<file path="src/rtl/ocp_bus_arbiter_if.sv">
// OCP-style command/response channel. It carries one master/target link.
// The arbiter uses one instance per master and one toward the shared target.
interface ocp_bus_arbiter_if #(
   parameter int AW = 8,
   parameter int DW = 8
);
   logic [2:0]    MCmd;
   logic [AW-1:0] MAddr;
   logic [DW-1:0] MData;
   logic          SCmdAccept;
   logic [DW-1:0] SData;
   logic [1:0]    SResp;

   modport master (
      output MCmd, MAddr, MData,
      input  SCmdAccept, SData, SResp
   );

   modport slave (
      input  MCmd, MAddr, MData,
      output SCmdAccept, SData, SResp
   );
endinterface

</file>
<file path="src/rtl/ocp_bus_arbiter.sv">
// Two-master arbiter for a shared 8-bit OCP-style target port.
// It uses round-robin selection with an optional session lock.
// Each transaction runs through command and response phases.
// Reads that get no response within RESP_TIMEOUT cycles complete with ERR.
//
// state | meaning
// IDLE  | no owner; arbitrate between requesting masters
// CMD   | granted master's command forwarded, waiting for SCmdAccept
// RESP  | read accepted, forwarding target response or timing out
module ocp_bus_arbiter #(
   parameter int AW           = 8,
   parameter int DW           = 8,
   parameter int RESP_TIMEOUT = 255,
   parameter int TW           = 8
) (
   input  logic                clk,
   input  logic                reset_n,
   ocp_bus_arbiter_if.slave    m0,
   ocp_bus_arbiter_if.slave    m1,
   ocp_bus_arbiter_if.master   s,
   input  logic                m0_lock,
   input  logic                m1_lock,
   output logic [1:0]          grant,
   output logic                timeout_err
);

   typedef enum logic [1:0] {IDLE, CMD, RESP} state_t;

   localparam logic [2:0]    CMD_NONE = 3'd0;
   localparam logic [2:0]    CMD_RD   = 3'd2;
   localparam logic [1:0]    RESP_ERR = 2'd3;
   localparam logic [TW-1:0] TO_LAST  = TW'(RESP_TIMEOUT - 1);

   state_t        state;
   logic          last_winner;
   logic          lock_valid;
   logic          lock_id;
   logic [TW-1:0] resp_cnt;

   logic          sel;
   logic [2:0]    g_cmd;
   logic [AW-1:0] g_addr;
   logic [DW-1:0] g_data;
   logic          g_lock;
   logic          req0, req1;
   logic          lock_hold;
   logic          arb_valid, arb_id;
   logic          resp_seen, to_fire, leave;

   // The owner index follows the registered one-hot grant.
   assign sel       = grant[1];
   assign g_cmd     = sel ? m1.MCmd  : m0.MCmd;
   assign g_addr    = sel ? m1.MAddr : m0.MAddr;
   assign g_data    = sel ? m1.MData : m0.MData;
   assign g_lock    = sel ? m1_lock  : m0_lock;
   assign req0      = (m0.MCmd != CMD_NONE);
   assign req1      = (m1.MCmd != CMD_NONE);
   assign lock_hold = lock_valid && (lock_id ? m1_lock : m0_lock);
   assign resp_seen = (s.SResp != 2'd0);
   // A real response in the final cycle takes priority over the timeout.
   assign to_fire   = (state == RESP) && !resp_seen && (resp_cnt == TO_LAST);
   assign leave     = ((state == CMD) &&
                       ((g_cmd == CMD_NONE) || (s.SCmdAccept && (g_cmd != CMD_RD)))) ||
                      ((state == RESP) && (resp_seen || (resp_cnt == TO_LAST)));

   // Pick the next owner: the lock holder is exclusive, otherwise round-robin.
   always_comb begin
      arb_valid = 1'b0;
      arb_id    = 1'b0;
      if (lock_hold) begin
         arb_valid = lock_id ? req1 : req0;
         arb_id    = lock_id;
      end else if (req0 && req1) begin
         arb_valid = 1'b1;
         arb_id    = ~last_winner;
      end else if (req0) begin
         arb_valid = 1'b1;
         arb_id    = 1'b0;
      end else if (req1) begin
         arb_valid = 1'b1;
         arb_id    = 1'b1;
      end
   end

   // Route command and response signals according to the phase and the owner.
   always_comb begin
      s.MCmd        = CMD_NONE;
      s.MAddr       = '0;
      s.MData       = '0;
      m0.SCmdAccept = 1'b0;
      m0.SData      = '0;
      m0.SResp      = 2'd0;
      m1.SCmdAccept = 1'b0;
      m1.SData      = '0;
      m1.SResp      = 2'd0;
      timeout_err   = 1'b0;
      case (state)
         CMD: begin
            s.MCmd  = g_cmd;
            s.MAddr = g_addr;
            s.MData = g_data;
            if (sel) m1.SCmdAccept = s.SCmdAccept;
            else     m0.SCmdAccept = s.SCmdAccept;
         end
         RESP: begin
            timeout_err = to_fire;
            if (sel) begin
               m1.SResp = to_fire ? RESP_ERR : s.SResp;
               m1.SData = to_fire ? '0 : s.SData;
            end else begin
               m0.SResp = to_fire ? RESP_ERR : s.SResp;
               m0.SData = to_fire ? '0 : s.SData;
            end
         end
         default: ;
      endcase
   end

   // Sequencer: arbitration, phase tracking, timeout counter and lock capture.
   always_ff @(posedge clk) begin
      if (!reset_n) begin
         state       <= IDLE;
         last_winner <= 1'b1;
         lock_valid  <= 1'b0;
         lock_id     <= 1'b0;
         resp_cnt    <= '0;
         grant       <= 2'b00;
      end else if (leave) begin
         state      <= IDLE;
         grant      <= 2'b00;
         lock_valid <= g_lock;
         lock_id    <= sel;
      end else begin
         case (state)
            IDLE: begin
               if (arb_valid) begin
                  state       <= CMD;
                  last_winner <= arb_id;
                  grant       <= arb_id ? 2'b10 : 2'b01;
               end
            end
            CMD: begin
               if (s.SCmdAccept) begin
                  state    <= RESP;
                  resp_cnt <= '0;
               end
            end
            RESP: resp_cnt <= resp_cnt + TW'(1);
            default: state <= IDLE;
         endcase
      end
   end

endmodule

</file>
<file path="src/flat_wrapper.sv">
// flat-port wrapper written by rule: the top's interface ports become plain ports
module ocp_bus_arbiter_flat 
#(
   parameter int AW           = 8,
   parameter int DW           = 8,
   parameter int RESP_TIMEOUT = 255,
   parameter int TW           = 8
)
  (clk, reset_n, m0_lock, m1_lock, grant, timeout_err, m0_MCmd, m0_MAddr, m0_MData, m0_SCmdAccept, m0_SData, m0_SResp, m1_MCmd, m1_MAddr, m1_MData, m1_SCmdAccept, m1_SData, m1_SResp, s_MCmd, s_MAddr, s_MData, s_SCmdAccept, s_SData, s_SResp);
  ocp_bus_arbiter_if #(.AW(AW), .DW(DW)) m0_i ();
  ocp_bus_arbiter_if #(.AW(AW), .DW(DW)) m1_i ();
  ocp_bus_arbiter_if #(.AW(AW), .DW(DW)) s_i ();
  input  logic clk;
  input  logic reset_n;
  input  logic m0_lock;
  input  logic m1_lock;
  output logic [1:0] grant;
  output logic timeout_err;
  input wire logic [$bits(m0_i.MCmd)-1:0] m0_MCmd;
  input wire logic [$bits(m0_i.MAddr)-1:0] m0_MAddr;
  input wire logic [$bits(m0_i.MData)-1:0] m0_MData;
  output wire logic [$bits(m0_i.SCmdAccept)-1:0] m0_SCmdAccept;
  output wire logic [$bits(m0_i.SData)-1:0] m0_SData;
  output wire logic [$bits(m0_i.SResp)-1:0] m0_SResp;
  input wire logic [$bits(m1_i.MCmd)-1:0] m1_MCmd;
  input wire logic [$bits(m1_i.MAddr)-1:0] m1_MAddr;
  input wire logic [$bits(m1_i.MData)-1:0] m1_MData;
  output wire logic [$bits(m1_i.SCmdAccept)-1:0] m1_SCmdAccept;
  output wire logic [$bits(m1_i.SData)-1:0] m1_SData;
  output wire logic [$bits(m1_i.SResp)-1:0] m1_SResp;
  output wire logic [$bits(s_i.MCmd)-1:0] s_MCmd;
  output wire logic [$bits(s_i.MAddr)-1:0] s_MAddr;
  output wire logic [$bits(s_i.MData)-1:0] s_MData;
  input wire logic [$bits(s_i.SCmdAccept)-1:0] s_SCmdAccept;
  input wire logic [$bits(s_i.SData)-1:0] s_SData;
  input wire logic [$bits(s_i.SResp)-1:0] s_SResp;
  assign m0_i.MCmd = m0_MCmd;
  assign m0_i.MAddr = m0_MAddr;
  assign m0_i.MData = m0_MData;
  assign m0_SCmdAccept = m0_i.SCmdAccept;
  assign m0_SData = m0_i.SData;
  assign m0_SResp = m0_i.SResp;
  assign m1_i.MCmd = m1_MCmd;
  assign m1_i.MAddr = m1_MAddr;
  assign m1_i.MData = m1_MData;
  assign m1_SCmdAccept = m1_i.SCmdAccept;
  assign m1_SData = m1_i.SData;
  assign m1_SResp = m1_i.SResp;
  assign s_MCmd = s_i.MCmd;
  assign s_MAddr = s_i.MAddr;
  assign s_MData = s_i.MData;
  assign s_i.SCmdAccept = s_SCmdAccept;
  assign s_i.SData = s_SData;
  assign s_i.SResp = s_SResp;
  ocp_bus_arbiter #(.AW(AW), .DW(DW), .RESP_TIMEOUT(RESP_TIMEOUT), .TW(TW)) u_core (.clk(clk), .reset_n(reset_n), .m0(m0_i), .m1(m1_i), .s(s_i), .m0_lock(m0_lock), .m1_lock(m1_lock), .grant(grant), .timeout_err(timeout_err));
endmodule
</file>
<file path="config.mk">
export PLATFORM = sky130hd
export DESIGN_NAME = ocp_bus_arbiter_flat
export DESIGN_NICKNAME = d
export VERILOG_FILES = /design/src/rtl/ocp_bus_arbiter_if.sv /design/src/rtl/ocp_bus_arbiter.sv /design/src/flat_wrapper.sv
export SDC_FILE = /design/constraint.sdc
export NUM_CORES = 1
export LEC_CHECK = 0
export BUFFER_PORTS_ARGS = -buffer_cell sky130_fd_sc_hd__buf_2
export CAP_MARGIN = 20
export CELL_PAD_IN_SITES_DETAIL_PLACEMENT = 1
export CELL_PAD_IN_SITES_GLOBAL_PLACEMENT = 2
export CORE_MARGIN = 2
export CORE_UTILIZATION = 23
export CTS_CLUSTER_DIAMETER = 100
export DETAILED_ROUTE_END_ITERATION = 10
export GPL_TIMING_DRIVEN = 0
export MAX_ROUTING_LAYER = met4
export PLACE_DENSITY_LB_ADDON = 0.05
export SYNTH_ARGS = -nofsm -noshare
export SYNTH_HDL_FRONTEND = slang
export SYNTH_SLANG_ARGS = --single-unit
</file>
<file path="constraint.sdc">
create_clock -name clk -period 3.5 [get_ports clk]
set_clock_uncertainty 0.05 [all_clocks]
set_input_delay 0.175 -clock clk [delete_from_list [all_inputs] [get_ports clk]]
set_output_delay 0.175 -clock clk [all_outputs]
set_load 0.01 [all_outputs]
</file>
==> results.md, run 1 <==
* Worst-Skew Late Latency at 250 ps
* Drt total wl at 5270 um
* Pins Over Slew Limit at 0
* DR vias at 1696
* Critical path launch point type: flop
* Mean post-synth cell area at 7.49 um2
* Post-route ant nets at 0
* Element type at the critical path end: output port
* Post-synthesis sequential area ratio at 20.6%
* Synthesis-stage register bit count at 15
* Initial antenna violation count at 0
* DRT Pass-1 Iters at 4
* Utilization after layout at 33.4%
* CTS root buf: clkbuf_8
* Largest net degree at the start of global routing at 11
* Slew margin rel. at 57.7%
* Cell with the most instances after synthesis: nor2_1
* Unrepaired setup endpoints after global routing: no
* CP Class: flop to output port
* Initial Utilization at 23.4%
* Period utilization at 68.4%
* IO Port Bufs at 96
* Post-CTS Resized at 0
* Maximum buffer depth of the clock tree at 2
* CTS Buf Count at 3
* Worst-path fanout max at 10
* Global Route Usage Sum at 15.5%
* Residual DRC at 0
* Power density over cell area at 499 nW/um2
* Final Hold Viols at 0
* Final setup fails at 0
* CTS tree: built
* Post-synth top area share at 20.6%
* Clk sinks at 15
* Cts hold-fix bufs at 0
* ANT cells at 0
* Max Fclk at 418 MHz
* Worst hold path class: input pin to flop
* First-pass GRT wire length at 8650 um
* Yosys top cell by area: dfxtp_1
* Num rows at 29
* Setup bufs post-CTS at 0
* Worst-path clk slew at 70 ps
* Synth Flop Type: dfxtp_1
* Core area at 6240 um2
* Post-DP HPWL at 4460 um
* DR iter-0 viols at 47
* Die ar. at 7000 um2
* Max Cap Viol at 0
* Setup_tns at 0 ps
* Leak at 0.00103 uW
* CP required at 3270 ps
* Chip width at 83.7 um
* Number of global-route vias before repair at 1744
* Count of cell types in the netlist at 42
* DR WL/cell at 14.2 um
* GRT overflow at 0
* Worst Reg-to-Reg Cells at 8
* H-Tree Depth at 1
* DIE HEIGHT at 83.7 um
* FFs w/ async S/R, synth at 0%
* Ratio of cells with drive above 1 in the final layout at 38.6%
* Mapped Area at 1460 um2
* Routed vias/inst at 4.56
* Nets at 356
* Post-synth net total at 255
* Yosys warnings at 0
* Arr. time, crit path at 2170 ps
* Clock period minus worst slack at 2390 ps
* Gate Count Post-Synth at 195
* Hold Path Depth at 2
* Top post-synthesis cells by count: 30 x nor2_1, 22 x and2_1, 21 x mux2i_1
* Post-synth EDFFs at 0
* VDD IR max at 0.222 mV
* I/O pins at 97
* P&R area growth vs syn at 42.6%
* Slew @ Worst Pin at 635 ps
* Synth area leaders: dfxtp_1 21%, mux2i_1 14%, and2_1 9.4%
* Outcome: complete, no violations
* Final Wtd Congestion at 0.758
## cells in the final DEF, fill, tap and decap left out, drive strengths merged, types with 2 or more instances in the layout
cell | netlist | layout
and3 | 2 | 2
inv | 7 | 7
or3 | 2 | 2
a21oi | 14 | 14
nand3 | 15 | 15
o211a | 2 | 2
nand4 | 2 | 2
nand2 | 12 | 12
ha | 7 | 7
nand3b | 2 | 2
nor3 | 6 | 6
nor2 | 32 | 32
o21ai | 8 | 8
clkbuf | 2 | 6
dfxtp | 15 | 15
mux2i | 21 | 21
buf | 5 | 101
o31a | 2 | 2
mux2 | 2 | 2
and2 | 22 | 22
nor3b | 2 | 2
## metal layers
| metal | vias up | part of all wire (%) | GRT usage, % |
|---|---|---|---|
| met1 | 771 | 41 | 17.3 |
| met4 | 0 | 1.5 | 2.93 |
| met5 | - | 0 | - |
| met2 | 39 | 53 | 29.0 |
| li1 | 878 | - | - |
| met3 | 8 | 3.9 | 2.77 |
## cell families (layout without fill, tap and decap cells)
group / Yosys count / after routing / synth area share [%]
adder cells (fa/ha/maj): 7 / 7 / 6.00
flip-flops: 15 / 15 / 20.6
buffers and inverters: 15 / 115 / 4.46
multiplexers: 23 / 23 / 16.2
AO/OA/AOI/OAI: 33 / 33 / 15.3
AND/OR/NAND/NOR: 102 / 102 / 37.5
## critical path, cell delays in order, from the launching register on
cell,delay (ps)
dfxtp_1,350
inv_1,100
ha_1,280
inv_1,160
buf_1,390
buf_1,400
nor2_1,90
buf_2,150
## power breakdown
group	switching, uW	leakage [uW]	internal (uW)
Sequential	21.6	0.000122	199
Clock	65.0	0.0000228	80.7
Combinational	388	0.000890	284
Total	475	0.00103	564
## sequential cells by signal (all words and copies together), names as in the netlist
signal and cells:
u_core.grant 2, u_core.lock_id 1, u_core.state 2, u_core.last_winner 1, u_core.lock_valid 1, u_core.resp_cnt 8
## stage by stage
step                total power (uW)  hold WS (ps)  setup slack (ps)  instance area (um2)  instances
CTS                             1070          96.6              1050                 2080        372
floorplan                        679           197              1690                 1460        195
detailed placement               914           363              1330                 2040        368
finish                          1040           103              1110                 2080        372
global placement                 916           365              1320                 2040        368
global route                    1140           104               814                 2080        372
## final timing paths
kind,start,end,slack [ps]
setup / recovery,u_core.state[1]$_SDFFE_PP0P_,s_MData[6],1110
hold / removal,reset_n,u_core.last_winner$_SDFFE_PN1P_,100
setup reg to reg,u_core.state[0]$_SDFFE_PP0P_,u_core.resp_cnt[2]$_SDFFE_PN0P_,1460
hold reg to reg,u_core.last_winner$_SDFFE_PN1P_,u_core.last_winner$_SDFFE_PN1P_,440
## cell type report
type,count,area (um2)
plain buffers,7,35.0
repair buffers,96,480
multi-input cells,165,1090
well taps,77,96.3
clock buffers,4,45.0
fillers,816,4160
flip-flops and latches,15,300
inverters,8,30.0
Note: power is estimated with default switching activity, not from simulation.
==> run 2, diff against run 1 <==
CORE_UTILIZATION = 21   (was 23)
clock period = 2.45 ns   (was 3.5 ns; I/O delays follow)
==> results.md, run 2 (synthesis results as in run 1) <==
* Power density over cell area at 718 nW/um2 (+44%)
* DR WL/cell at 14.3 um (+1.0%)
* FF-to-FF Start: u_core.state[0]$_SDFFE_PP0P_
* ANT cells at 0 (unchanged)
* CP Class: flop to output port
* DRT Pass-1 Iters at 4 (unchanged)
* IO Port Bufs at 96 (unchanged)
* Post-route ant nets at 0 (unchanged)
* Routed vias/inst at 4.62 (+1.4%)
* Final setup fails at 0 (unchanged)
* Post-CTS Resized at 0 (unchanged)
* Chip width at 87.4 um (+4.4%)
* Critical path launch point type: flop
* Final Hold Viols at 0 (unchanged)
* Arr. time, crit path at 2090 ps (-80 ps)
* Ratio of cells with drive above 1 in the final layout at 39.0% (+0.34 points)
* CTS tree: built
* Period utilization at 92.5%
* Cell count after placement at 371 (+0.82%)
* Leak at 0.00104 uW (+0.26%)
* DIE HEIGHT at 87.4 um (+4.4%)
* GRT overflow at 0 (unchanged)
* Slew margin rel. at 59.5% (+1.9 points)
* Max Fclk at 441 MHz
* Outcome: complete, no violations
* Number of global-route vias before repair at 1733 (-0.63%)
* Maximum buffer depth of the clock tree at 2 (unchanged)
* CTS Buf Count at 3 (unchanged)
* First-pass GRT wire length at 8750 um (+1.2%)
* Power, Total at 1500 uW (+44%)
* Core area at 6760 um2 (+8.3%)
* Commonest non-fill, non-tap cell in the layout: buf_2
* DP Worst Slack at 290 ps (-1040 ps)
* Die ar. at 7640 um2 (+9.1%)
* Slew @ Worst Pin at 607 ps (-27.9 ps)
* Utilization after layout at 30.9% (-2.5 points)
* Post-DP HPWL at 4510 um (+1.2%)
* Setup bufs post-CTS at 0 (unchanged)
* Pins Over Slew Limit at 0 (unchanged)
* DR iter-0 viols at 23 (-51%)
* Final Wtd Congestion at 0.694 (-8.4%)
* Post-route setup slack at 184 ps (-921 ps)
* Hold Path Origin: reset_n
* Nets at 356 (unchanged)
* Biggest register: u_core.resp_cnt
* CP required at 2280 ps (-990 ps)
* Residual DRC at 0 (unchanged)
* Worst-path clk slew at 60 ps (about the same)
* Max Cap Viol at 0 (unchanged)
* CTS root buf: clkbuf_8
* Fill count at 896 (+9.8%)
* Largest net degree at the start of global routing at 11 (unchanged)
* Num rows at 30 (+3.4%)
* VDD IR max at 0.282 mV (+27%)
* Largest registers: u_core.resp_cnt: 8 flops, u_core.grant: 2 flops, u_core.state: 2 flops
* H-Tree Depth at 1 (unchanged)
* Drt total wl at 5370 um (+1.9%)
* Cts hold-fix bufs at 0 (unchanged)
* Unrepaired setup endpoints after global routing: no
* Initial antenna violation count at 0 (unchanged)
* Worst-Skew Late Latency at 250 ps (about the same)
* I/O pins at 97 (unchanged)
* Global Route Usage Sum at 14.8% (-0.69 points)
* Worst-path fanout max at 8 (-2)
* Non-Filler Instances at 375 (+0.81%)
* Most frequent cells in the layout: 97 x buf_2, 30 x nor2_1, 22 x and2_1, 21 x mux2i_1
* FF/Latch Area at 300 um2 (unchanged)
* Initial Utilization at 21.6% (-1.8 points)
* Worst hold path class: input pin to flop
* P&R area growth vs syn at 42.9%
* CP Launch Point: u_core.state[0]$_SDFFE_PP0P_
* Multi-input logic area at 1090 um2 (unchanged)
* Clk sinks at 15 (unchanged)
* Clock period minus worst slack at 2270 ps
* Element type at the critical path end: output port
* Number of flip-flops in the largest register at 8 (unchanged)
* Setup_tns at 0 ps (unchanged)
* DR vias at 1733 (+2.2%)
run 2: layout make-up:
class | instances | area share, %
Timing Repair Buffer | 96 | 23.0
Buffer | 7 | 1.74
Inverter | 8 | 1.44
Clock buffer | 4 | 2.16
Tap cell | 80 | 4.80
Sequential cell | 15 | 14.4
Multi-Input combinational cell | 165 | 52.5
run 2: final timing paths:
check	slack, ps	endpoint	depth (start not counted)
setup / recovery	180	m1_SData[1]	8
hold / removal	50	u_core.last_winner$_SDFFE_PN1P_	2
setup reg to reg	340	u_core.resp_cnt[2]$_SDFFE_PN0P_	8
hold reg to reg	450	u_core.last_winner$_SDFFE_PN1P_	2
run 2: where the power goes:
part	switching [uW]	internal [uW]
clock	92.7	115
sequential	32.1	284
combinational	566	409
run 2: worst max-delay path, cell delays in order, from the launching register on:
cell	delay, ps
dfxtp_1	340
inv_1	110
ha_1	190
nand4_1	120
or3_1	400
nor3_4	240
nor2_2	130
and2_1	170
buf_2	140
run 2: layer usage:
| metal | up-vias | global-route usage, % | wire length, um |
|---|---|---|---|
| li1 | 880 | - | - |
| met1 | 806 | 16.6 | 2200 |
| met2 | 45 | 27.9 | 2870 |
| met3 | 2 | 2.84 | 275 |
| met4 | 0 | 1.68 | 14 |
| met5 | - | - | 0 |
run 2: per-stage QoR:
stage | cell area [um2] | hold WS [ps]
3_3_place_gp | 2040 | 313
6_report | 2090 | 54.3
5_1_grt | 2090 | 64.9
4_1_cts | 2090 | 49.9
2_1_floorplan | 1460 | 144
3_5_place_dp | 2040 | 315
==> run 3, diff against run 2 <==
clock period = 2.2 ns   (was 2.45 ns; I/O delays follow)
==> results.md, run 3 (synthesis results as in run 1) <==
* DP Worst Slack at 52.9 ps (-237 ps)
* Residual DRC at 0 (unchanged)
* P&R area growth vs syn at 47.9%
* ANT cells at 0 (unchanged)
* Final Wtd Congestion at 0.694 (unchanged)
* Worst Hold Slack at 41.0 ps (-13.2 ps)
* I/O pins at 97 (unchanged)
* Routed vias/inst at 4.61 (-0.22%)
* Number of flip-flops in the largest register at 8 (unchanged)
* Critical path launch point type: flop
* Element type at the critical path end: output port
* Slew @ Worst Pin at 612 ps (+5.34 ps)
* Final setup fails at 0 (unchanged)
* H-Tree Depth at 1 (unchanged)
* Nets at 359 (+0.84%)
* Worst-Skew Late Latency at 250 ps (about the same)
* First-pass GRT wire length at 8780 um (+0.39%)
* Initial antenna violation count at 0 (unchanged)
* Largest net degree at the start of global routing at 20 (+9)
* CTS Buf Count at 3 (unchanged)
* DRT Pass-1 Iters at 4 (unchanged)
* Pins Over Slew Limit at 0 (unchanged)
* DR iter-0 viols at 36 (+57%)
* Arr. time, crit path at 1960 ps (-130 ps)
* Worst-path fanout max at 8 (unchanged)
* Initial Utilization at 21.6% (unchanged)
* Drt total wl at 5410 um (+0.67%)
* Biggest register: u_core.resp_cnt
* Largest registers: u_core.resp_cnt: 8 flops, u_core.grant: 2 flops, u_core.state: 2 flops
* IO Port Bufs at 96 (unchanged)
* Die ar. at 7640 um2 (unchanged)
* Period utilization at 96.3%
* CP required at 2040 ps (-240 ps)
* GRT overflow at 0 (unchanged)
* Number of global-route vias before repair at 1751 (+1.0%)
* Final Hold Viols at 0 (unchanged)
* Slew margin rel. at 59.2% (-0.36 points)
* Multi-input logic area at 1120 um2 (+2.7%)
* Worst-path clk slew at 60 ps (about the same)
* CP Class: flop to output port
* Max Cap Viol at 0 (unchanged)
* Finished layout cell area at 2160 um2 (+3.5%)
* Post-DP HPWL at 4510 um (unchanged)
* Core area at 6760 um2 (unchanged)
* CTS root buf: clkbuf_8
* Worst hold path class: input pin to flop
* Post-route setup slack at 82.3 ps (-102 ps)
* Worst Reg-to-Reg Cells at 8 (unchanged)
* Post-route ant nets at 0 (unchanged)
* Outcome: complete, no violations
* Leak at 0.00106 uW (+2.2%)
* DR vias at 1743 (+0.58%)
* Clock period minus worst slack at 2120 ps
* Max Fclk at 472 MHz
* Most frequent cells in the layout: 98 x buf_2, 30 x nor2_1, 22 x and2_1, 21 x mux2i_1, 15 x nand3_1
* Power, Total at 1680 uW (+12%)
* VDD IR max at 0.353 mV (+25%)
* DR WL/cell at 14.3 um (-0.13%)
* Global Route Usage Sum at 14.9% (+0.040 points)
* Chip width at 87.4 um (unchanged)
* Fill count at 886 (-1.1%)
* Area post-placement at 2040 um2 (unchanged)
* Hold Path Depth at 2 (unchanged)
* FF/Latch Area at 307 um2 (+2.1%)
* Num rows at 30 (unchanged)
* CTS tree: built
* Power density over cell area at 779 nW/um2 (+8.5%)
* Ratio of cells with drive above 1 in the final layout at 42.6% (+3.6 points)
* Commonest non-fill, non-tap cell in the layout: buf_2
* Maximum buffer depth of the clock tree at 2 (unchanged)
* DIE HEIGHT at 87.4 um (unchanged)
* Clk sinks at 15 (unchanged)
run 3: cell count changes in the layout (fill, tap and decap cells not counted), moves of 2 or more:
cell	before	now
nor2_2	2	0
buf_4	0	2
inv_1	7	5
dfxtp_2	0	2
ha_1	7	5
nor2_4	0	2
dfxtp_1	15	12
buf_6	1	3
run 3: final cells by class:
cell class              instances  share of cell area [%]
inverters                       8                    1.51
multi-input cells             165                    52.1
clock buffers                   4                    2.09
plain buffers                   6                    1.51
flip-flops and latches         15                    14.2
well taps                      80                    4.63
repair buffers                100                    24.0
run 3: what timing repair did:
| item | CTS | global route |
|---|---|---|
| buffers inserted | 4 | 0 |
| pin swaps | 1 | 1 |
| setup endpoints to repair | 26 | 20 |
| hold buffers | 0 | 0 |
| resized for setup | 11 | 5 |
run 3: per-layer routing:
| metal | vias to the layer above | track usage, % | wire (um) |
|---|---|---|---|
| met4 | 0 | 1.68 | 14 |
| met3 | 2 | 2.84 | 280 |
| met5 | - | - | 0 |
| li1 | 883 | - | - |
| met1 | 813 | 16.5 | 2230 |
| met2 | 45 | 28.1 | 2880 |
run 3: worst max-delay path, cell delays in order (launching register included):
cell and delay (ps):
dfxtp_4 360, inv_2 60, ha_2 160, nand4_1 110, or3_4 370, nor3_4 160
buf_6 140, nor2_4 50, and2_1 150, buf_2 140
run 3: final timing paths:
| path | from | endpoint | slack (ps) |
|---|---|---|---|
| worst max-delay path | u_core.resp_cnt[0]$_SDFFE_PN0P_ | m1_SData[1] | 80 |
| worst min-delay path | reset_n | u_core.last_winner$_SDFFE_PN1P_ | 40 |
| worst max register to register | u_core.state[0]$_SDFFE_PP0P_ | u_core.resp_cnt[2]$_SDFFE_PN0P_ | 250 |
| worst min register to register | u_core.resp_cnt[1]$_SDFFE_PN0P_ | u_core.resp_cnt[1]$_SDFFE_PN0P_ | 440 |
run 3: power by group:
part           internal [uW]  switching (uW)
clock network            128             102
logic                    459             632
registers                318            42.5
total                    906             777
run 3: per-stage QoR:
step           cells  util (%)  TNS [ps]
3_3_place_gp     371      30.2         0
4_1_cts          378      31.8         0
5_1_grt          378      32.0   -0.0118
6_report         378      32.0         0
2_1_floorplan    195         -         0
3_5_place_dp     371      30.2         0
